$ cat src/rtl/insloader_pkg.sv
// rtl/insloader_pkg.sv - shared state encoding and framing constants for the program loader
package insloader_pkg;

    typedef enum logic [2:0] {
        IDLE,
        HDR_HI,
        HDR_LO,
        DATA,
        WRITE,
        CHK,
        DONE,
        ERR
    } state_t;

    localparam int HDRBYTES  = 2;
    localparam int WORDBYTES = 4;

    // States in which the loader offers ready_out to the byte stream.
    function automatic logic accepts_bytes(input state_t s);
        return (s == HDR_HI) || (s == HDR_LO) || (s == DATA) || (s == CHK);
    endfunction

endpackage

$ cat src/rtl/wordassembler.sv
// rtl/wordassembler.sv - 8-to-32 big-endian shift register with byte counter
//
// Ports:
//   clk, clr   clock and synchronous active-high reset
//   clear      synchronous restart at the beginning of a frame
//   shift      a data byte is accepted this cycle
//   byte_in    stream byte
//   word       the 32-bit word formed by the held bytes plus byte_in
//   word_full  the byte accepted this cycle completes a word
module wordassembler
    import insloader_pkg::*;
(
    input  logic        clk,
    input  logic        clr,
    input  logic        clear,
    input  logic        shift,
    input  logic [7:0]  byte_in,
    output logic [31:0] word,
    output logic        word_full
);

    logic [1:0]  cnt;
    logic [23:0] shreg;

    always_ff @(posedge clk) begin
        if (clr || clear) begin
            cnt   <= '0;
            shreg <= '0;
        end else if (shift) begin
            shreg <= {shreg[15:0], byte_in};
            cnt   <= cnt + 2'd1;
        end
    end

    // The word is presented together with its final byte so the loader can
    // register it on the same edge that accepts that byte.
    assign word      = {shreg, byte_in};
    assign word_full = shift && (cnt == 2'(WORDBYTES - 1));

endmodule

$ cat src/rtl/insloader.sv
// rtl/insloader.sv - framed byte-stream loader for the instruction SRAM with checksum and core hold
//
// Ports:
//   clk, clr            clock and synchronous active-high reset
//   start               one-cycle pulse, begins a load from IDLE, DONE or ERR
//   byte_in, valid_in   stream byte and its valid
//   ready_out           loader can accept a byte (registered, state only)
//   mem_address         SRAM byte address
//   mem_din             SRAM write data
//   mem_wr, mem_cs      SRAM write strobe and chip select
//   cpuclr              core PC clear, active-low; high only in DONE
//   done, err           image loaded and verified / frame rejected
module insloader
    import insloader_pkg::*;
#(
    parameter int AWIDTH = 32,
    parameter int DWIDTH = 32,
    parameter int DEPTH  = 1024
) (
    input  logic              clk,
    input  logic              clr,
    input  logic              start,
    input  logic [7:0]        byte_in,
    input  logic              valid_in,
    output logic              ready_out,
    output logic [AWIDTH-1:0] mem_address,
    output logic [DWIDTH-1:0] mem_din,
    output logic              mem_wr,
    output logic              mem_cs,
    output logic              cpuclr,
    output logic              done,
    output logic              err
);

    localparam int IW = $clog2(DEPTH + 1);

    state_t        state;
    state_t        nxt;
    logic [IW-1:0] index;
    logic [7:0]    sum;
    logic [15:0]   n_words;
    logic [15:0]   n_next;
    logic [31:0]   word;
    logic          word_full;
    logic          accept;
    logic          enter_hdr;

    assign accept    = valid_in && ready_out;
    assign enter_hdr = start && ((state == IDLE) || (state == DONE) || (state == ERR));
    // Word count as it will be once the low header byte lands.
    assign n_next    = {n_words[15:8], byte_in};

    wordassembler u_wordassembler (
        .clk       (clk),
        .clr       (clr),
        .clear     (enter_hdr),
        .shift     (accept && (state == DATA)),
        .byte_in   (byte_in),
        .word      (word),
        .word_full (word_full)
    );

    always_comb begin
        nxt = state;
        case (state)
            IDLE, DONE, ERR: if (start) nxt = HDR_HI;
            HDR_HI:          if (accept) nxt = HDR_LO;
            HDR_LO: begin
                if (accept) begin
                    if (n_next > 16'(DEPTH))  nxt = ERR;
                    else if (n_next == 16'd0) nxt = CHK;
                    else                      nxt = DATA;
                end
            end
            DATA:            if (word_full) nxt = WRITE;
            WRITE:           nxt = (16'(index) + 16'd1 == n_words) ? CHK : DATA;
            CHK:             if (accept) nxt = (byte_in == sum) ? DONE : ERR;
            default:         nxt = IDLE;
        endcase
    end

    // Every output is registered from the next state so it lines up with the
    // state it describes.
    always_ff @(posedge clk) begin
        if (clr) begin
            state       <= IDLE;
            ready_out   <= 1'b0;
            mem_wr      <= 1'b0;
            mem_cs      <= 1'b0;
            mem_address <= '0;
            mem_din     <= '0;
            cpuclr      <= 1'b0;
            done        <= 1'b0;
            err         <= 1'b0;
            index       <= '0;
            sum         <= '0;
            n_words     <= '0;
        end else begin
            state     <= nxt;
            ready_out <= accepts_bytes(nxt);
            mem_wr    <= (nxt == WRITE);
            mem_cs    <= (nxt == WRITE);
            cpuclr    <= (nxt == DONE);
            done      <= (nxt == DONE);
            err       <= (nxt == ERR);

            if (enter_hdr) begin
                index <= '0;
                sum   <= '0;
            end
            if (accept && (state == HDR_HI)) n_words[15:8] <= byte_in;
            if (accept && (state == HDR_LO)) n_words[7:0]  <= byte_in;
            if (accept && (state == DATA))   sum <= sum + byte_in;

            if (nxt == WRITE) begin
                mem_address <= AWIDTH'({index, 2'b00});
                mem_din     <= DWIDTH'(word);
            end
            if (state == WRITE) index <= index + IW'(1);
        end
    end

endmodule
$ cat config.mk
export PLATFORM = sky130hd
export DESIGN_NAME = insloader
export DESIGN_NICKNAME = d
export VERILOG_FILES = /design/src/rtl/insloader_pkg.sv /design/src/rtl/wordassembler.sv /design/src/rtl/insloader.sv
export SDC_FILE = /design/constraint.sdc
export NUM_CORES = 1
export LEC_CHECK = 0
export CORE_MARGIN = 5
export CORE_UTILIZATION = 48
export CTS_CLUSTER_DIAMETER = 100
export DETAILED_ROUTE_END_ITERATION = 10
export HOLD_SLACK_MARGIN = 0.05
export PLACE_DENSITY = 0.73
export SYNTH_ARGS = -nofsm -noshare
export SYNTH_HDL_FRONTEND = slang
export SYNTH_SLANG_ARGS = --single-unit
$ cat constraint.sdc
create_clock -name clk -period 3.1 [get_ports clk]
set_clock_uncertainty 0.1 [all_clocks]
set_input_delay 0.465 -clock clk [delete_from_list [all_inputs] [get_ports clk]]
set_output_delay 0.465 -clock clk [all_outputs]
set_load 0.1 [all_outputs]
==> impl_metrics.csv, run 1 <==
group,metric,value,unit
global_routing,grt_pass1_vias,4088,
synthesis,yosysMostFrequentCell,"nand2_1",
power_and_ir_drop,p_per_area,469,nW/um2
synthesis,synth_ff_type,"dfxtp_1",
layout,fillers,960,
layout,antenna_cells,0,
critical_path,path_cells,"ha_1, nand3_1, or2_1, and4_1, o32ai_1, o31a_1, a21oi_4, and3_1",
drt,wl_per_cell,14.4,um
synthesis,synth_common_cells,"150 x nand2_1, 111 x dfxtp_1, 87 x a21oi_1",
critical_path,cp.arrival,2.69,ns
critical_path,crit_buf_inv,0,
layout,syn_to_final_growth,14.4,%
clock_tree,cts_resized,0,
clock_tree,htreeDepth,3,
layout,drive_gt1_share,13.2,%
global_routing,grt.total_usage,18.7,%
power_and_ir_drop,combPwrFrac,10.6,%
clock_tree,hold_buffers,0,
drt,drc,0,
clock_tree,path_clk_slew,0.11,ns
placed_design,routabilityCongestion,0.878,
critical_path,worstSetupEndpointType,"register",
drt,antenna_left,0,
timing,max_freq,397,MHz
job,maxCapViolCount,0,
power_and_ir_drop,p_sw_share,29.0,%
timing,min_period_over_period,81.3,%
timing,worstMarginPinSlew,0.532,ns
synthesis,ys_ff_latch,111,
timing,rsz0062_at_grt,"no",
critical_path,path_class,"register to register",
synthesis,syn_area,4980,um2
timing,final-setup-viol-count,0,
drt,drt_iter0_drc,275,
placed_design,place.port_buffers,60,
synthesis,yosysSeqAreaShare,44.6,%
clock_tree,cts-root-buf,"clkbuf_8",
critical_path,slowest_stage,"dfxtp_1",
power_and_ir_drop,power.internal,1900,uW
power_and_ir_drop,leakage,0.00219,uW
floorplan,die-area,12500,um2
synthesis,avgSynthCellArea,8.04,um2
drt,wl,11600,um
synthesis,ys_top_cells_by_area,"dfxtp_1 45%, nand2_1 11%, a21oi_1 8.7%, mux2i_1 3.8%, buf_4 3.5%",
clock_tree,cts_sinks,111,
critical_path,crit_fanout,7,
global_routing,globalRouteOverflowTotal,0,
worst_hold_path,hp-class,"register to register",
power_and_ir_drop,ir_drop,0.292,mV
drt,via_count,4242,
drt,vias_per_cell,5.29,
synthesis,postSynthCellCount,619,
critical_path,cp.required,3.27,ns
outcome,status,"complete, no violations",
synthesis,synth_cell_type_count,51,
global_routing,grt_max_degree,44,
timing,finalHoldViolations,0,
layout,design_area,5700,um2
timing,relSlewSlack,64.2,%
drt,first_pass_iters,4,
global_routing,antenna_found_initial,0,
critical_path,critPathTopFamily,"simple AND/OR/NAND/NOR gates",
clock_tree,insertion_delay,0.38,ns
clock_tree,post_cts_buffers,0,
placed_design,hpwlAfterDp,8260,um
critical_path,startpoint_type,"register",
power_and_ir_drop,power.switching,774,uW
floorplan,fp-row-count,37,
timing,period_minus_slack,2.52,ns
clock_tree,clock_path_buffers,2,
timing,tns,0,ns
synthesis,yosysWarnings,0,
critical_path,slowest_delay,0.48,ns
synthesis,synth_top_area_share,44.6,%
placed_design,place_area,5480,um2
clock_tree,tritoncts,"done",
power_and_ir_drop,clkPwrFrac,35.1,%
global_routing,grt_pass1_wl,19600,um
floorplan,core,10200,um2
floorplan,die_height,112,um
synthesis,synth_edf_count,0,
clock_tree,cts_made_buffers,9,
synthesis,synthArstFlopShare,0,%
floorplan,start_util,48.7,%
synthesis,synth_top_area_cell,"dfxtp_1",
layout,nNetsFinal,683,
power_and_ir_drop,power_frac_seq,54.3,%
floorplan,dieWidth,112,um
floorplan,io_pins,82,
timing,finalMaxSlewViolations,0,
==> power by group through the flow <==
stage	Sequential, uW	Combinational [uW]	Clock, uW
6_report	1450	284	938
5_1_grt	1450	299	1010
4_1_cts	1450	283	957
3_5_place_dp	1480	282	0
3_3_place_gp	1480	278	0
2_1_floorplan	1490	233	0
==> layer usage <==
metal | routed length (um) | vias up | part of all wire [%] | track usage (%)
li1 | - | 2125 | - | -
met1 | 5070 | 2001 | 44 | 24.4
met2 | 5700 | 105 | 49 | 31.8
met3 | 638 | 11 | 5.5 | 2.99
met4 | 144 | 0 | 1.2 | 5.35
met5 | 0 | - | 0 | 0
==> cell usage in the layout (no fill, tap or decap), types with 3 or more instances in the layout <==
cell / instances
nor2_1: 42
a22oi_1: 9
mux2i_1: 19
or3_1: 6
nand3b_1: 3
a21oi_1: 87
dfxtp_1: 111
inv_6: 3
o21ai_0: 12
clkbuf_8: 9
xor2_1: 7
nand3_1: 11
conb_1: 21
nand2_1: 150
ha_1: 9
or2_2: 3
and3_1: 6
clkdlybuf4s50_1: 10
nor4_1: 4
nand2b_1: 5
xnor2_1: 15
nor4b_1: 4
a21o_1: 4
nor3_1: 8
buf_4: 61
inv_1: 7
o22ai_1: 3
==> worst min-delay path, delay by kind of cell, from the launching register on <==
kind | cells | cell delay [ns]
DFF | 1 | 0.33
and+or+nand+nor | 1 | 0.05
AOI/OAI and AO/OA | 1 | 0.05
==> flip-flops by register name (all words and copies together) (netlist names) <==
name and count:
done 1, err 1, index 11, mem_address 11, mem_cs 1, mem_din 32
n_words 16, ready_out 1, state 3, sum 8, u_wordassembler.cnt 2, u_wordassembler.shreg 24
==> layout make-up <==
type / instances / area, um2 / share of cell area, %
clock buffer: 9 / 124 / 2.17
clock inverter: 7 / 97.6 / 1.71
inverter: 7 / 26.3 / 0.461
multi-input combinational: 460 / 2490 / 43.8
sequential: 111 / 2220 / 39.0
tap: 136 / 170 / 2.99
timing repair buffer: 72 / 563 / 9.88
==> cell families (layout without fill, tap and decap cells) <==
group	Yosys count	after routing	share of synthesized area [%]
other	1	21	0.0753
buffers and inverters	68	95	6.86
and+or+nand+nor	258	258	23.2
DFF	111	111	44.6
xor gates and xnor gates	22	22	3.87
adders and majority gates	10	10	2.66
AOI/OAI and AO/OA	130	130	14.9
muxes	19	19	3.82
==> through the flow <==
| step | worst slack [ns] | hold WS [ns] | power (uW) | util [%] | std cells |
|---|---|---|---|---|---|
| final | 0.580 | 0.361 | 2670 | 55.7 | 802 |
| after detailed placement | 0.214 | 0.348 | 1760 | 53.5 | 786 |
| after CTS | 0.583 | 0.365 | 2690 | 55.7 | 802 |
| after global routing | 0.398 | 0.385 | 2770 | 55.7 | 802 |
| after floorplan | 0.481 | 0.332 | 1720 | - | 639 |
| after global placement | 0.353 | 0.346 | 1760 | 53.5 | 786 |
==> worst paths after layout <==
kind / to / depth (start not counted) / from / slack, ns
setup / recovery: done$_SDFF_PP0_ / 8 / index[0]$_SDFFE_PP0P_ / 0.58
hold / removal: mem_address[7]$_SDFFE_PP0N_ / 2 / mem_address[7]$_SDFFE_PP0N_ / 0.36
setup reg to reg: done$_SDFF_PP0_ / 8 / index[0]$_SDFFE_PP0P_ / 0.58
hold reg to reg: mem_address[7]$_SDFFE_PP0N_ / 2 / mem_address[7]$_SDFFE_PP0N_ / 0.36
Power figures use the tool's default switching activity.
==> run 2: changes to the inputs <==
==> constraint.sdc (replaced) <==
create_clock -name clk -period 2.47 [get_ports clk]
set_clock_uncertainty 0.1 [all_clocks]
set_input_delay 0.3705 -clock clk [delete_from_list [all_inputs] [get_ports clk]]
set_output_delay 0.3705 -clock clk [all_outputs]
set_load 0.1 [all_outputs]
==> run 2 against run 1 <==
  * Combinational power increased by 32%
  * Via count increased by 3.4%
  * Critical path depth unchanged
  * Final cell count increased by 3.0%
  * Register-to-register slack got worse by 0.41 ns
  * First-iteration DRC count increased by 1.5%
  * Worst setup slack got worse by 0.41 ns
  * Final area increased by 3.6%
  * Global-route usage increased by 0.76 points
  * Largest cell class unchanged
  * Clock power increased by 19%
  * Die area unchanged
==> impl_metrics.csv, run 2 (synthesized netlist as in run 1, its figures left out) <==
group,metric,value,unit
outcome,status,"complete, no violations",
power_and_ir_drop,leakage,0.00231,uW
timing,finalMaxSlewViolations,0,
power_and_ir_drop,ir_drop,0.324,mV
clock_tree,htreeDepth,3,
global_routing,grt_max_degree,44,
clock_tree,path_clk_slew,0.11,ns
floorplan,start_util,48.7,%
layout,largest_register_ffs,32,
floorplan,die-area,12500,um2
layout,syn_to_final_growth,18.5,%
clock_tree,insertion_delay,0.39,ns
drt,wl_per_cell,14.4,um
layout,post_layout_nonfiller_instances,826,
timing,worstMarginPinSlew,0.587,ns
layout,final_common_cell,"nand2_1",
floorplan,fp-row-count,37,
timing,period_minus_slack,2.30,ns
layout,final_cell_mix,"150 x nand2_1, 108 x dfxtp_1, 87 x a21oi_1, 84 x buf_4, 42 x nor2_1",
timing,layout_setup_ws,0.175,ns
drt,wl,11900,um
layout,regMostFlops,"mem_din",
timing,min_period_over_period,92.9,%
placed_design,dp_slack,-0.0991,ns
critical_path,path_class,"register to register",
global_routing,grt_pass1_wl,20100,um
power_and_ir_drop,p_per_area,563,nW/um2
timing,final-setup-viol-count,0,
layout,design_area,5900,um2
layout,drive_gt1_share,16.8,%
drt,vias_per_cell,5.31,
floorplan,dieWidth,112,um
global_routing,grt.total_usage,19.4,%
layout,nNetsFinal,708,
job,maxCapViolCount,0,
drt,antenna_left,0,
critical_path,startpoint_type,"register",
clock_tree,cts-root-buf,"clkbuf_8",
timing,max_freq,436,MHz
critical_path,cp.arrival,2.51,ns
critical_path,worstSetupEndpointType,"register",
global_routing,antenna_found_initial,0,
layout,reg.largest.list,"mem_din x32, u_wordassembler.shreg x24, n_words x16",
clock_tree,cts_made_buffers,9,
placed_design,routabilityCongestion,0.880,
clock_tree,cts_sinks,111,
clock_tree,clock_path_buffers,2,
placed_design,place.port_buffers,60,
critical_path,crit_fanout,5,
placed_design,place_area,5690,um2
clock_tree,tritoncts,"done",
drt,via_count,4387,
drt,drt_iter0_drc,279,
worst_hold_path,hp-class,"register to register",
global_routing,globalRouteOverflowTotal,0,
timing,rsz0062_at_grt,"no",
timing,fin_hold_ws,0.361,ns
placed_design,place_inst,811,
drt,drc,0,
drt,first_pass_iters,4,
timing,relSlewSlack,60.9,%
layout,fillers,938,
floorplan,io_pins,82,
global_routing,grt_pass1_vias,4138,
floorplan,core,10200,um2
critical_path,cp.required,2.68,ns
layout,antenna_cells,0,
placed_design,hpwlAfterDp,8470,um
floorplan,die_height,112,um
timing,finalHoldViolations,0,
-- run 2: power breakdown --
group	internal (uW)	switching [uW]
Combinational	89.1	286
Sequential	1800	17.9
Clock	482	643
Total	2370	946
-- run 2: worst max-delay path, stage by stage, from the launching register on --
cell	delay [ns]
dfxtp_2	0.39
ha_1	0.19
nand3_1	0.13
or2_1	0.29
nor4b_2	0.30
o32ai_2	0.13
o31a_1	0.36
a21oi_4	0.15
and3_1	0.18
-- run 2: cell type report --
type                       count  area (um2)  share of cell area (%)
multi-input combinational    460        2500                    42.4
sequential                   111        2230                    37.7
timing repair buffer          97         776                    13.1
tap                          136         170                    2.88
clock buffer                   9         124                    2.10
clock inverter                 6        76.3                    1.29
inverter                       7        26.3                   0.445
-- run 2: final timing paths --
| path | startpoint | end | cells past startpoint | slack [ns] |
|---|---|---|---|---|
| setup / recovery | index[1]$_SDFFE_PP0P_ | done$_SDFF_PP0_ | 8 | 0.17 |
| hold / removal | mem_din[17]$_SDFFE_PP0N_ | mem_din[17]$_SDFFE_PP0N_ | 2 | 0.36 |
| setup reg to reg | index[1]$_SDFFE_PP0P_ | done$_SDFF_PP0_ | 8 | 0.17 |
| hold reg to reg | mem_din[17]$_SDFFE_PP0N_ | mem_din[17]$_SDFFE_PP0N_ | 2 | 0.36 |
-- run 2: what timing repair did --
action / in CTS / in global routing
hold buffers: 0 / 0
buffers inserted: 0 / 0
setup endpoints to repair: 0 / 5
resized for setup: 0 / 3
-- run 2: per-stage QoR --
stage          util, %  TNS (ns)  power, uW
2_1_floorplan        -         0       2160
3_3_place_gp      55.6    -0.113       2230
3_5_place_dp      55.6    -0.251       2230
4_1_cts           57.6         0       3330
5_1_grt           57.7         0       3440
6_report          57.7         0       3320
-- run 2: metal layers --
metal,part of all wire (%),vias up,track usage [%],routed length (um)
met5,0,-,0,0
met2,49,118,32.4,5870
met3,5.5,17,3.04,650
li1,-,2172,-,-
met1,43,2080,25.2,5150
met4,1.8,0,7.70,218
==> run 3: changes to the inputs <==
--- a/config.mk
+++ b/config.mk
@@ -5,6 +5,7 @@
 export SDC_FILE = /design/constraint.sdc
 export NUM_CORES = 1
 export LEC_CHECK = 0
+export CORE_ASPECT_RATIO = 1.1
 export CORE_MARGIN = 5
 export CORE_UTILIZATION = 48
 export CTS_CLUSTER_DIAMETER = 100
@@ -13,4 +14,5 @@
 export PLACE_DENSITY = 0.73
 export SYNTH_ARGS = -nofsm -noshare
 export SYNTH_HDL_FRONTEND = slang
+export SYNTH_HIERARCHICAL = 1
 export SYNTH_SLANG_ARGS = --single-unit
==> run 3 against run 2 <==
  * Critical path depth decreased by 1
  * Critical path type unchanged
  * Clock power increased by 30%
  * Global-route usage decreased by 0.68 points
  * Total power increased by 9.8%
  * Non-clock buffer count increased by 2
  * Via count decreased by 4.4%
  * Sequential cell count unchanged
  * Maximum frequency decreased by 2.8%
  * Die area increased by 2.1%
  * Routed wire length decreased by 1.2%
  * First-iteration DRC count decreased by 16%
  * Final cell count decreased by 1.8%
==> impl_metrics.csv, run 3 <==
group,metric,value,unit
critical_path,r2r-end,"ready_out$_SDFF_PP0_",
drt,first_pass_iters,5,
critical_path,cp.required,2.60,ns
power_and_ir_drop,p_per_area,602,nW/um2
timing,period_minus_slack,2.36,ns
synthesis,synth_adder_area_share,2.60,%
drt,drc,0,
floorplan,start_util,49.0,%
drt,vias_per_cell,5.17,
synthesis,ys_top_cells_by_area,"dfxtp_1 44%, mux2i_1 8.4%, nand2_1 8.0%, a21oi_1 5.8%, nor2_1 5.6%",
timing,min_period_over_period,95.6,%
critical_path,path_class,"register to register",
clock_tree,tritoncts,"done",
layout,fillers,943,
placed_design,hpwlAfterDp,8400,um
placed_design,place_inst,795,
timing,finalHoldViolations,0,
global_routing,grt_pass1_wl,19400,um
global_routing,grt_pass1_vias,4095,
critical_path,path_cells,"nand4_4, or3_4, o32a_1, nand2_1, nand4_2, a21oi_4, mux2_4",
clock_tree,post_cts_buffers,0,
global_routing,antenna_found_initial,0,
synthesis,avgSynthCellArea,8.52,um2
floorplan,io_pins,82,
synthesis,synth.area.mux_share,9.18,%
drt,antenna_left,0,
placed_design,place_area,5750,um2
floorplan,core,10400,um2
synthesis,synth_edf_count,0,
synthesis,synth_top_area_cell,"dfxtp_1",
drt,via_count,4194,
synthesis,yosysWarnings,6,
power_and_ir_drop,leakage,0.00230,uW
timing,finalMaxSlewViolations,0,
layout,reg.largest.list,"mem_din x32, u_wordassembler/shreg x24, n_words x16",
critical_path,slowest_delay,0.52,ns
critical_path,crit_cells,7,
floorplan,die-area,12800,um2
clock_tree,cts-root-buf,"clkbuf_16",
layout,largest_register_ffs,32,
outcome,status,"complete, no violations",
global_routing,grt_max_degree,62,
layout,final_cell_mix,"109 x dfxtp_1, 108 x nand2_1, 86 x buf_4, 76 x nor2_1, 59 x a21oi_1",
synthesis,postSynthCellCount,598,
clock_tree,clock_path_buffers,2,
critical_path,worstSetupEndpointType,"register",
timing,final-setup-viol-count,0,
critical_path,critPathTopFamily,"simple AND/OR/NAND/NOR gates",
synthesis,ys_ff_latch,111,
critical_path,crit_fanout,6,
critical_path,setup.worst_path.start,"index[7]$_SDFFE_PP0P_",
layout,regMostFlops,"mem_din",
clock_tree,path_clk_slew,0.07,ns
floorplan,fp-row-count,39,
synthesis,synth_cell_type_count,56,
critical_path,crit_end,"ready_out$_SDFF_PP0_",
floorplan,dieWidth,108,um
placed_design,routabilityCongestion,0.847,
critical_path,cp.arrival,2.49,ns
timing,worstMarginPinSlew,0.604,ns
critical_path,slowest_stage,"dfxtp_1",
layout,post-route-util,58.3,%
global_routing,grt.total_usage,18.7,%
worst_hold_path,hp-class,"input port to register",
critical_path,rrSetupSlack,0.11,ns
drt,wl,11700,um
synthesis,syn_area,5100,um2
timing,fin_hold_ws,0.221,ns
job,maxCapViolCount,0,
placed_design,place.port_buffers,60,
synthesis,synthArstFlopShare,0,%
critical_path,crit_buf_inv,0,
clock_tree,htreeDepth,3,
synthesis,synth_compound_area_share,11.2,%
drt,wl_per_cell,14.5,um
layout,nNetsFinal,685,
power_and_ir_drop,ir_drop,0.494,mV
synthesis,synth_ff_type,"dfxtp_1",
synthesis,synth_common_cells,"111 x dfxtp_1, 109 x nand2_1, 76 x nor2_1",
global_routing,globalRouteOverflowTotal,0,
timing,relSlewSlack,59.8,%
clock_tree,cts_made_buffers,9,
clock_tree,cts_sinks,111,
critical_path,startpoint_type,"register",
layout,syn_to_final_growth,18.9,%
clock_tree,insertion_delay,0.34,ns
critical_path,rr_startpoint,"index[7]$_SDFFE_PP0P_",
placed_design,dp_slack,-0.253,ns
layout,final_common_cell,"dfxtp_1",
timing,max_freq,424,MHz
layout,post_layout_nonfiller_instances,811,
critical_path,reg2regPathDepth,7,
timing,layout_setup_ws,0.110,ns
synthesis,synth-simple-area-share,21.0,%
layout,design_area,6060,um2
layout,drive_gt1_share,18.6,%
synthesis,synth_xor_area_share,3.61,%
layout,antenna_cells,0,
synthesis,yosysSeqAreaShare,43.6,%
synthesis,yosysMostFrequentCell,"dfxtp_1",
floorplan,die_height,118,um
synthesis,synth_top_family_by_area,"simple AND/OR/NAND/NOR gates",
drt,drt_iter0_drc,233,
timing,rsz0062_at_grt,"no",
synthesis,synth_top_area_share,43.6,%
[run 3: cell types whose count changed in the layout (fill, tap and decap cells not counted), sizes merged, moves of 5 or more]
cell   previous run  this run
nor2             43        77
nor4b             5         0
nand2           150       109
a21oi            88        60
nor4              4        10
mux2i            19        43
[run 3: worst min path at each step]
stage	cells past startpoint	to	startpoint
2_1_floorplan	2	mem_din[24]$_SDFFE_PP0N_	u_wordassembler/shreg[16]$_SDFFE_PP0P_
3_3_place_gp	2	mem_address[5]$_SDFFE_PP0N_	mem_address[5]$_SDFFE_PP0N_
3_5_place_dp	2	mem_din[27]$_SDFFE_PP0N_	mem_din[27]$_SDFFE_PP0N_
4_1_cts	2	state[1]$_SDFF_PP0_	clr
5_1_grt	2	state[1]$_SDFF_PP0_	clr
6_report	2	state[1]$_SDFF_PP0_	clr
[run 3: layout make-up]
| type | count | area (um2) | share of cell area [%] |
|---|---|---|---|
| tap | 143 | 179 | 2.95 |
| sequential | 111 | 2230 | 36.8 |
| timing repair buffer | 99 | 791 | 13.0 |
| multi-input combinational | 435 | 2540 | 41.9 |
| inverter | 7 | 27.5 | 0.454 |
| clock buffer | 11 | 233 | 3.84 |
| clock inverter | 5 | 63.8 | 1.05 |
[run 3: cell families after synthesis]
logic type	after synthesis
buffers and inverters	72
xor gates and xnor gates	21
other	1
adders and majority gates	10
and+or+nand+nor	240
muxes	46
AOI/OAI and AO/OA	97
DFF	111
[run 3: report_power, final]
| group | switching (uW) | total, uW | internal, uW |
|---|---|---|---|
| Sequential | 14.2 | 1810 | 1800 |
| Combinational | 283 | 370 | 87.7 |
| Clock | 664 | 1460 | 799 |
| Total | 961 | 3650 | 2680 |
[run 3: per-stage QoR]
step	power, uW	setup TNS, ns
after floorplan	2170	-1.37
after global placement	2220	-0.733
after detailed placement	2220	-2.62
after CTS	3680	0
after global routing	3780	0
final	3650	0
[run 3: layer usage]
metal | track usage [%] | wire, um | vias to the layer above
met5 | 0 | 0 | -
met4 | 6.87 | 218 | 0
met3 | 4.33 | 513 | 19
met2 | 32.2 | 6020 | 91
met1 | 22.6 | 4990 | 1991
li1 | - | - | 2093
[run 3: repair_timing]
| action | CTS | global route |
|---|---|---|
| endpoints found under the hold margin | 0 | 0 |
| setup endpoints to repair | 0 | 2 |
| hold buffers | 0 | 0 |
| gates resized for setup | 0 | 2 |
[run 3: worst reg2reg max path: stages (launching register included)]
cell and delay [ns]:
dfxtp_1 0.52, nand4_4 0.17, or3_4 0.40, o32a_1 0.29, nand2_1 0.09, nand4_2 0.16, a21oi_4 0.21, mux2_4 0.31
